### config.mk
export PLATFORM = sky130hd
export DESIGN_NAME = coin_credit_sequencer_flat
export DESIGN_NICKNAME = d
export VERILOG_FILES = /design/src/rtl/coin_credit_sequencer_if.sv /design/src/rtl/coin_credit_sequencer.sv /design/src/flat_wrapper.sv
export SDC_FILE = /design/constraint.sdc
export NUM_CORES = 1
export LEC_CHECK = 0
export ABC_CLOCK_PERIOD_IN_PS = 5900
export CELL_PAD_IN_SITES_DETAIL_PLACEMENT = 1
export CELL_PAD_IN_SITES_GLOBAL_PLACEMENT = 1
export CORE_ASPECT_RATIO = 1.75
export CORE_MARGIN = 2
export CORE_UTILIZATION = 45
export CTS_BUF_LIST = sky130_fd_sc_hd__clkbuf_16
export CTS_CLUSTER_DIAMETER = 200
export CTS_CLUSTER_SIZE = 12
export DETAILED_ROUTE_END_ITERATION = 8
export PLACE_DENSITY_LB_ADDON = 0.1
export SYNTH_ARGS = -nofsm -noshare
export SYNTH_HDL_FRONTEND = slang
export SYNTH_SLANG_ARGS = --single-unit
### constraint.sdc
create_clock -name clk_sys -period 5.9 [get_ports clk_sys]
set_input_delay 0.885 -clock clk_sys [delete_from_list [all_inputs] [get_ports clk_sys]]
set_output_delay 0.885 -clock clk_sys [all_outputs]
set_load 0.05 [all_outputs]
### src/rtl/coin_credit_sequencer_if.sv
// Request/credit bundle between the input decode logic (master) and the
// coin credit sequencer (slave).
interface coin_credit_sequencer_if #(
  parameter int NREQ = 6
) ();
  logic [NREQ-1:0] req;
  logic            enable;
  logic            coin_sw;
  logic            busy;
  logic [3:0]      credits;
  logic            dropped;

  modport master (output req, enable, input coin_sw, busy, credits, dropped);
  modport slave  (input req, enable, output coin_sw, busy, credits, dropped);
endinterface

### src/rtl/coin_credit_sequencer.sv
// Debounces coin/start requests, queues them as credits and replays each one
// to the game core as a fixed-width coin_sw pulse followed by a fixed gap.
module coin_credit_sequencer #(
  parameter int NREQ        = 6,
  parameter int DEB_CYC     = 35795,
  parameter int PULSE_CYC   = 357950,
  parameter int GAP_CYC     = 715900,
  parameter int MAX_CREDITS = 9
) (
  input  logic                   clk_sys,
  input  logic                   reset,
  coin_credit_sequencer_if.slave bus
);

  localparam int DEB_W   = 20;
  localparam int TMR_MAX = (PULSE_CYC > GAP_CYC) ? PULSE_CYC : GAP_CYC;
  localparam int TMR_W   = $clog2(TMR_MAX + 1);

  typedef enum logic [1:0] {S_IDLE, S_PULSE, S_GAP} state_t;

  logic [NREQ-1:0]  r_deb;
  logic [NREQ-1:0]  r_event;
  logic [DEB_W-1:0] r_deb_cnt [NREQ];

  state_t           r_state;
  logic [TMR_W-1:0] r_tmr;
  logic             r_coin;
  logic             r_busy;
  logic [3:0]       r_credits;
  logic             r_dropped;

  logic [4:0]       w_n;
  logic             w_take;
  logic [4:0]       w_sum;

  // Per-bit debounce; r_event marks a debounced rising edge for one cycle.
  always_ff @(posedge clk_sys) begin
    if (reset) begin
      r_deb   <= '0;
      r_event <= '0;
      // NOTE: the debounce counters are ordinary flops, not a RAM, so they are
      // cleared in the reset loop just like any other state register.
      for (int i = 0; i < NREQ; i++) r_deb_cnt[i] <= '0;
    end else begin
      // NOTE: non-blocking assignments here so every flop samples the
      // pre-edge values, independent of statement order.
      for (int i = 0; i < NREQ; i++) begin
        r_event[i] <= 1'b0;
        if (bus.req[i] == r_deb[i]) begin
          r_deb_cnt[i] <= '0;
        end else if (r_deb_cnt[i] == DEB_W'(DEB_CYC - 1)) begin
          r_deb[i]     <= bus.req[i];
          r_event[i]   <= bus.req[i];
          r_deb_cnt[i] <= '0;
        end else begin
          r_deb_cnt[i] <= r_deb_cnt[i] + 1'b1;
        end
      end
    end
  end

  always_comb begin
    // NOTE: every output of this block gets a default first so no path can
    // leave a value held, which would otherwise infer a latch.
    w_n = '0;
    if (bus.enable) begin
      for (int i = 0; i < NREQ; i++) w_n = w_n + 5'(r_event[i]);
    end
    w_take = (r_credits != 4'd0) &&
             ((r_state == S_IDLE) || (r_state == S_GAP && r_tmr == '0));
    w_sum  = 5'(r_credits) + w_n - 5'(w_take);
  end

  // Credit queue and pulse/gap sequencer; a GAP that ends with credits
  // pending goes straight back to PULSE, so back-to-back period is P+G.
  always_ff @(posedge clk_sys) begin
    if (reset) begin
      r_state   <= S_IDLE;
      r_tmr     <= '0;
      r_coin    <= 1'b0;
      r_busy    <= 1'b0;
      r_credits <= '0;
      r_dropped <= 1'b0;
    end else begin
      r_dropped <= (w_sum > 5'(MAX_CREDITS));
      r_credits <= (w_sum > 5'(MAX_CREDITS)) ? 4'(MAX_CREDITS) : w_sum[3:0];
      case (r_state)
        S_IDLE: begin
          if (w_take) begin
            r_state <= S_PULSE;
            r_tmr   <= TMR_W'(PULSE_CYC - 1);
            r_coin  <= 1'b1;
            r_busy  <= 1'b1;
          end
        end
        S_PULSE: begin
          if (r_tmr == '0) begin
            r_state <= S_GAP;
            r_tmr   <= TMR_W'(GAP_CYC - 1);
            r_coin  <= 1'b0;
          end else begin
            r_tmr <= r_tmr - 1'b1;
          end
        end
        S_GAP: begin
          if (r_tmr != '0) begin
            r_tmr <= r_tmr - 1'b1;
          end else if (w_take) begin
            r_state <= S_PULSE;
            r_tmr   <= TMR_W'(PULSE_CYC - 1);
            r_coin  <= 1'b1;
          end else begin
            r_state <= S_IDLE;
            r_busy  <= 1'b0;
          end
        end
        default: begin
          r_state <= S_IDLE;
          r_coin  <= 1'b0;
          r_busy  <= 1'b0;
        end
      endcase
    end
  end

  assign bus.coin_sw = r_coin;
  assign bus.busy    = r_busy;
  assign bus.credits = r_credits;
  assign bus.dropped = r_dropped;

endmodule

### src/flat_wrapper.sv
// flat-port wrapper written by rule: the top's interface ports become plain ports
module coin_credit_sequencer_flat 
#(
  parameter int NREQ        = 6,
  parameter int DEB_CYC     = 35795,
  parameter int PULSE_CYC   = 357950,
  parameter int GAP_CYC     = 715900,
  parameter int MAX_CREDITS = 9
)
  (clk_sys, reset, bus_req, bus_enable, bus_coin_sw, bus_busy, bus_credits, bus_dropped);
  coin_credit_sequencer_if #(.NREQ(NREQ)) bus_i ();
  input  logic clk_sys;
  input  logic reset;
  input wire logic [$bits(bus_i.req)-1:0] bus_req;
  input wire logic [$bits(bus_i.enable)-1:0] bus_enable;
  output wire logic [$bits(bus_i.coin_sw)-1:0] bus_coin_sw;
  output wire logic [$bits(bus_i.busy)-1:0] bus_busy;
  output wire logic [$bits(bus_i.credits)-1:0] bus_credits;
  output wire logic [$bits(bus_i.dropped)-1:0] bus_dropped;
  assign bus_i.req = bus_req;
  assign bus_i.enable = bus_enable;
  assign bus_coin_sw = bus_i.coin_sw;
  assign bus_busy = bus_i.busy;
  assign bus_credits = bus_i.credits;
  assign bus_dropped = bus_i.dropped;
  coin_credit_sequencer #(.NREQ(NREQ), .DEB_CYC(DEB_CYC), .PULSE_CYC(PULSE_CYC), .GAP_CYC(GAP_CYC), .MAX_CREDITS(MAX_CREDITS)) u_core (.clk_sys(clk_sys), .reset(reset), .bus(bus_i));
endmodule
==> flow_metrics.env, run 1 <==
export IMPL_ys_seq_area_share_pct=49.45
export IMPL_drc=0
export IMPL_dr_total_vias=6797
export IMPL_async_reset_ff_share_pct=0
export IMPL_cp_arrival_ns=4.27
export IMPL_finalNetCount=1077
export IMPL_synth_seq_cells=161
export IMPL_synth_edff_count=120
export IMPL_fmax_mhz=253.3
export IMPL_crit_fanout=4
export IMPL_drt_wl_total_um=20130
export IMPL_antenna_left=0
export IMPL_initial_core_util_pct=45.52
export IMPL_drtPass1Iterations=4
export IMPL_place_congestion=0.8288
export IMPL_synthCells=912
export IMPL_cts_tree="yes"
export IMPL_tightest_slew_ns=0.8075
export IMPL_post_cts_buffers=0
export IMPL_hp_class="register to register"
export IMPL_synth_flop_cell="edfxtp_1"
export IMPL_cts_buffers=17
export IMPL_antenna_found_initial=1
export IMPL_period_minus_slack_ns=3.948
export IMPL_slew_headroom_pct=45.72
export IMPL_ctsHtreeMaxLevel=4
export IMPL_rsz0062_at_grt="false"
export IMPL_worstPathCellList="ha_1 -> inv_1 -> fa_1 -> fa_1 -> fa_1 -> nand2b_1 -> ha_1 -> inv_1 -> fa_1 -> a21o_1 -> a21oi_1 -> xnor2_1 -> a21oi_1 -> a21boi_0 -> a21o_1"
export IMPL_drive_gt1_share_pct=3.711
export IMPL_viasPerCell=5.241
export IMPL_worstPathRequired_ns=6.22
export IMPL_die_w_um=110.6
export IMPL_p_per_area_mw_per_mm2=345.9
export IMPL_synth_area_top_cells="edfxtp_1, dfxtp_1, xor2_1, nor2_1, xnor2_1"
export IMPL_cp_top_family="adder cells"
export IMPL_rows=68
export IMPL_critPathLaunchType="register"
export IMPL_ctsHoldBuffers=0
export IMPL_overflow=0
export IMPL_synth_avg_cell_area_um2=9.811
export IMPL_synth_warnings=0
export IMPL_grt_pass1_vias=7094
export IMPL_insertion_delay_ns=0.43
export IMPL_cts_clk_slew_worst_paths_ns=0.06
export IMPL_cts_root_buf="clkbuf_16"
export IMPL_end_kind="register"
export IMPL_cts_sinks=161
export IMPL_syn2layout_area_growth_pct=15.89
export IMPL_io_buffer_count=15
export IMPL_skew_ns=0.01009
export IMPL_fp_dieH_um=190.5
export IMPL_outcome="completed"
export IMPL_wl_per_cell_um=15.52
export IMPL_crit_top_cell="fa_1"
export IMPL_maxSlewViolCount=0
export IMPL_synth_cell_types=56
export IMPL_final_core_util_pct=52.76
export IMPL_synth_area_mm2=0.008947
export IMPL_max_stage_delay_ns=0.46
export IMPL_crit_buf_inv=2
export IMPL_drt_iter0_markers=232
export IMPL_grt_use_total_pct=20.05
export IMPL_yosysTopAreaCellShare_pct=40.27
export IMPL_ctsLongestPathBuffers=2
export IMPL_grt_pass1_wl_um=34160
export IMPL_final_cell_area_mm2=0.01037
export IMPL_synth_top_area_cell="edfxtp_1"
export IMPL_ios=16
export IMPL_crit_type="register to register"
export IMPL_placed_area_mm2=0.009756
export IMPL_core_mm2=0.01965
export IMPL_post_route_period_util_pct=66.91
export IMPL_setup_viol=0
export IMPL_dieArea_mm2=0.02107
export IMPL_grt_max_degree=38
export IMPL_critical_path_slowest_cell="fa_1"
export IMPL_p_leak_nw=3.910
export IMPL_peakVddDrop_mv=0.2263
export IMPL_finalHoldViolCount=0
export IMPL_cts_resized_gates=0
export IMPL_hpwl_um=14810
export IMPL_finalSetupTns_ns=0
export IMPL_drv_cap=0
cells in the final DEF (no fill, tap or decap), drive strengths merged, types with 16 or more instances in the layout:
cell	synthesis	routed
nor2	176	176
edfxtp	120	120
conb	1	120
xor2	78	78
nand2	59	59
nand3	51	51
xnor2	45	45
inv	38	41
dfxtp	41	41
and3	36	36
ha	26	26
nand4	24	24
a21oi	22	22
clkbuf	27	20
o21ai	20	20
nor4	16	16
per-stage QoR:
stage	power, W	worst slack, ns	hold WS [ns]	instances
after global routing	0.003784	1.715	0.5086	1296
after CTS	0.003625	1.903	0.4915	1296
final	0.003586	1.952	0.4876	1297
after floorplan	0.002179	2.182	0.4426	1031
after detailed placement	0.002469	1.913	0.4824	1264
after global placement	0.002446	2.036	0.4757	1264
sequential cells by signal, indices dropped and copies added, names as in the netlist:
| signal | count |
|---|---|
| u_core.bus.dropped | 1 |
| u_core.bus.coin_sw | 1 |
| u_core.bus.busy | 1 |
| u_core.r_state | 2 |
| u_core.r_deb_cnt | 120 |
| u_core.bus.credits | 4 |
| u_core.r_tmr | 20 |
| u_core.r_deb | 6 |
| u_core.r_event | 6 |
routing by layer:
layer | vias up | GRT usage, % | routed length (um)
met5 | - | 0 | 0
met4 | 0 | 7.740 | 443
met3 | 30 | 3.910 | 420
met2 | 68 | 37.87 | 11060
met1 | 3339 | 21.96 | 8205
li1 | 3360 | - | -
synthesized netlist by cell type (all sizes together) (12+ instances only):
library cell	instances
clkbuf	27
nand2	59
nor3	15
nand3	51
inv	38
a21oi	22
xor2	78
xnor2	45
nor4	16
o21ai	20
nor4b	12
and3	36
nor2	176
ha	26
or3	13
dfxtp	41
and4	15
nand4	24
edfxtp	120
cell families (layout without fill, tap and decap cells):
group | Yosys count | in the layout | share of synthesized area (%)
multiplexers | 7 | 7 | 0.7831
AO/OA/AOI/OAI | 76 | 76 | 5.328
other | 1 | 121 | 0.04191
buffers and inverters | 68 | 88 | 2.909
flip-flops | 161 | 161 | 49.45
AND/OR/NAND/NOR | 446 | 446 | 24.92
XOR/XNOR | 123 | 123 | 12.04
adder cells (fa/ha/maj) | 30 | 30 | 4.531
where the power goes:
group / total, W / internal (W) / switching, W
Clock: 0.00114 / 0.000690 / 0.000448
Combinational: 0.000996 / 0.000377 / 0.000619
Sequential: 0.00145 / 0.00133 / 0.000122
Total: 0.00359 / 0.00240 / 0.00119
area by class of cell:
cell class	count	area, um2
Clock inverter	12	110.1
Timing Repair Buffer	18	172.7
Clock buffer	20	500.5
Inverter	38	142.6
Multi-Input combinational cell	802	4710
Antenna cell	1	2.502
Tap cell	245	306.5
Sequential cell	161	4424
Fill cell	2269	9285
worst reg2reg max path, stage by stage, from the launching register on:
cell and delay, ns:
dfxtp_1 0.30, ha_1 0.27, inv_1 0.07, fa_1 0.43
fa_1 0.39, fa_1 0.42, nand2b_1 0.15, ha_1 0.27
inv_1 0.06, fa_1 0.46, a21o_1 0.18, a21oi_1 0.17
xnor2_1 0.20, a21oi_1 0.13, a21boi_0 0.16, a21o_1 0.17
final timing paths:
check	to	slack, ns	startpoint	cells after the start
setup reg to reg	u_core.bus.credits[0]	1.95	u_core.r_event[0]	15
hold reg to reg	u_core.r_event[5]	0.49	u_core.r_deb[5]	1
setup / recovery	u_core.bus.credits[0]	1.95	u_core.r_event[0]	15
hold / removal	u_core.r_event[5]	0.49	u_core.r_deb[5]	1
(Power assumes the default switching activity.)
==> run 2: changes to the inputs <==
Settings changed: ABC_CLOCK_PERIOD_IN_PS 5900 to 3800.
Clock period 5.9 ns to 3.8 ns, I/O delays scaled along.
==> run 2 against run 1 <==
Combinational power grew 83%. Clock power grew 30%. Hold slack gained 0.010 ns. First-iteration DRC count grew 6.5%. Sequential power grew 56%. Via count grew 0.43%. Critical endpoint unchanged. Largest cell class unchanged. Sequential share of layout area shrank 0.23 points. Setup slack lost 1.9 ns. Highest routed layer unchanged. Cell count grew 0.93%. Global-route usage grew 0.65 points. Wire length grew 1.5%.
==> flow_metrics.env, run 2 (same netlist as run 1, synthesis figures left out) <==
export IMPL_period_minus_slack_ns=3.777
export IMPL_rows=68
export IMPL_drtPass1Iterations=4
export IMPL_antenna_left=0
export IMPL_ios=16
export IMPL_drv_cap=0
export IMPL_end_kind="register"
export IMPL_gr_usage_met2_pct=39.22
export IMPL_r2r_cells=15
export IMPL_die_w_um=110.6
export IMPL_final_cell_area_mm2=0.01043
export IMPL_drc=0
export IMPL_insertion_delay_ns=0.43
export IMPL_p_leak_nw=3.953
export IMPL_grt_busiest_layer="met2"
export IMPL_initial_core_util_pct=45.52
export IMPL_ctsHtreeMaxLevel=4
export IMPL_rrSetupSlack_ns=0.02
export IMPL_grt_use_met3_pct=3.942
export IMPL_fp_dieH_um=190.5
export IMPL_skew_ns=0.003711
export IMPL_io_buffer_count=15
export IMPL_cts_tree="yes"
export IMPL_min_delay_start="u_core.r_deb[5]"
export IMPL_drt_iter0_markers=247
export IMPL_nFillCells=2258
export IMPL_largest_register="u_core.r_deb_cnt"
export IMPL_worstPathCellList="ha_4 -> inv_2 -> fa_1 -> fa_2 -> fa_1 -> nand2b_4 -> ha_4 -> inv_4 -> fa_2 -> a21o_1 -> a21oi_2 -> xnor2_2 -> a21oi_2 -> a21boi_2 -> a21o_1"
export IMPL_dieArea_mm2=0.02107
export IMPL_core_mm2=0.01965
export IMPL_fmax_mhz=264.8
export IMPL_met1_usage_pct=21.92
export IMPL_overflow=0
export IMPL_peakVddDrop_mv=0.4168
export IMPL_viasPerCell=5.215
export IMPL_cts_root_buf="clkbuf_16"
export IMPL_cp_num_cells=15
export IMPL_grt_pass1_vias=7305
export IMPL_most_common_layout_cells="nor2_1, edfxtp_1, conb_1"
export IMPL_syn2layout_area_growth_pct=16.56
export IMPL_largest_reg_flops=120
export IMPL_top_regs="u_core.r_deb_cnt: 120 flops, u_core.r_tmr: 20 flops"
export IMPL_grt_pass1_wl_um=35060
export IMPL_outcome="completed"
export IMPL_cp_arrival_ns=4.10
export IMPL_drt_wl_total_um=20430
export IMPL_place_congestion=0.8507
export IMPL_final_common_cell="nor2_1"
export IMPL_p_per_area_mw_per_mm2=533.7
export IMPL_grt_use_total_pct=20.70
export IMPL_drive_gt1_share_pct=5.733
export IMPL_max_stage_delay_ns=0.48
export IMPL_antenna_cells=0
export IMPL_r2r_end="u_core.bus.credits[0]"
export IMPL_crit_type="register to register"
export IMPL_hold_path_depth=1
export IMPL_grt_max_degree=21
export IMPL_finalNetCount=1090
export IMPL_seqCellArea_mm2=0.004425
export IMPL_cts_sinks=161
export IMPL_cp_top_family="adder cells"
export IMPL_setup_viol=0
export IMPL_cts_buffers=17
export IMPL_dr_total_vias=6826
export IMPL_antenna_found_initial=1
export IMPL_rsz0062_at_grt="true"
export IMPL_worstPathRequired_ns=4.13
export IMPL_holdPathEnd="u_core.r_event[5]"
export IMPL_tightest_slew_ns=0.8043
export IMPL_startpoint="u_core.r_event[0]"
export IMPL_critPathLaunchType="register"
export IMPL_slew_headroom_pct=46.23
export IMPL_ctsLongestPathBuffers=2
export IMPL_multi_input_area_mm2=0.004790
export IMPL_final_core_util_pct=53.06
export IMPL_maxSlewViolCount=0
export IMPL_wl_per_cell_um=15.61
export IMPL_reg2reg_from="u_core.r_event[0]"
export IMPL_ctsHoldBuffers=0
export IMPL_cts_clk_slew_worst_paths_ns=0.06
export IMPL_crit_buf_inv=2
export IMPL_placed_area_mm2=0.009846
export IMPL_hpwl_um=15230
export IMPL_crit_fanout=2
export IMPL_finalHoldViolCount=0
export IMPL_hp_class="register to register"
export IMPL_post_route_period_util_pct=99.39
export IMPL_critical_path_slowest_cell="fa_1"
==> run 2: power breakdown <==
group,internal (W),switching (W)
logic,0.000757,0.00107
clock network,0.000805,0.000674
registers,0.00207,0.000199
total,0.00363,0.00194
==> run 2: routing by layer <==
| layer | wire length [um] | part of all wire, % |
|---|---|---|
| met1 | 8069 | 39 |
| met2 | 11400 | 56 |
| met3 | 439 | 2.1 |
| met4 | 528 | 2.6 |
| met5 | 0 | 0 |
==> run 2: worst max-delay path by stage <==
stage          slack (ns)                    end
2_1_floorplan        0.08  u_core.bus.credits[0]
3_3_place_gp         0.01  u_core.bus.credits[0]
3_5_place_dp        -0.14  u_core.bus.credits[0]
4_1_cts             0.001  u_core.bus.credits[0]
5_1_grt             -0.11  u_core.bus.credits[0]
6_report             0.02  u_core.bus.credits[0]
==> run 2: what timing repair did <==
action | 4_1_cts | 5_1_grt
gates resized for setup | 8 | 9
pin swaps | 4 | 13
setup endpoints to repair | 2 | 4
setup buffers | 1 | 0
==> run 2: per-stage QoR <==
stage	setup WS [ns]	cells	hold slack (ns)	total power, W	TNS [ns]
floorplan	0.08212	1031	0.4426	0.003383	0
global placement	0.01358	1276	0.4873	0.003897	0
detailed placement	-0.1396	1276	0.4933	0.003954	-0.2234
CTS	0.001481	1309	0.5012	0.005560	0
global route	-0.1088	1309	0.5243	0.005903	-0.1088
finish	0.02328	1309	0.4979	0.005566	0
==> run 2: area by class of cell <==
type | count | area share [%]
inverters | 38 | 1.392
clock buffers | 17 | 4.079
multi-input cells | 802 | 45.93
well taps | 245 | 2.939
flip-flops and latches | 161 | 42.44
repair buffers | 31 | 2.591
clock inverters | 15 | 0.6359
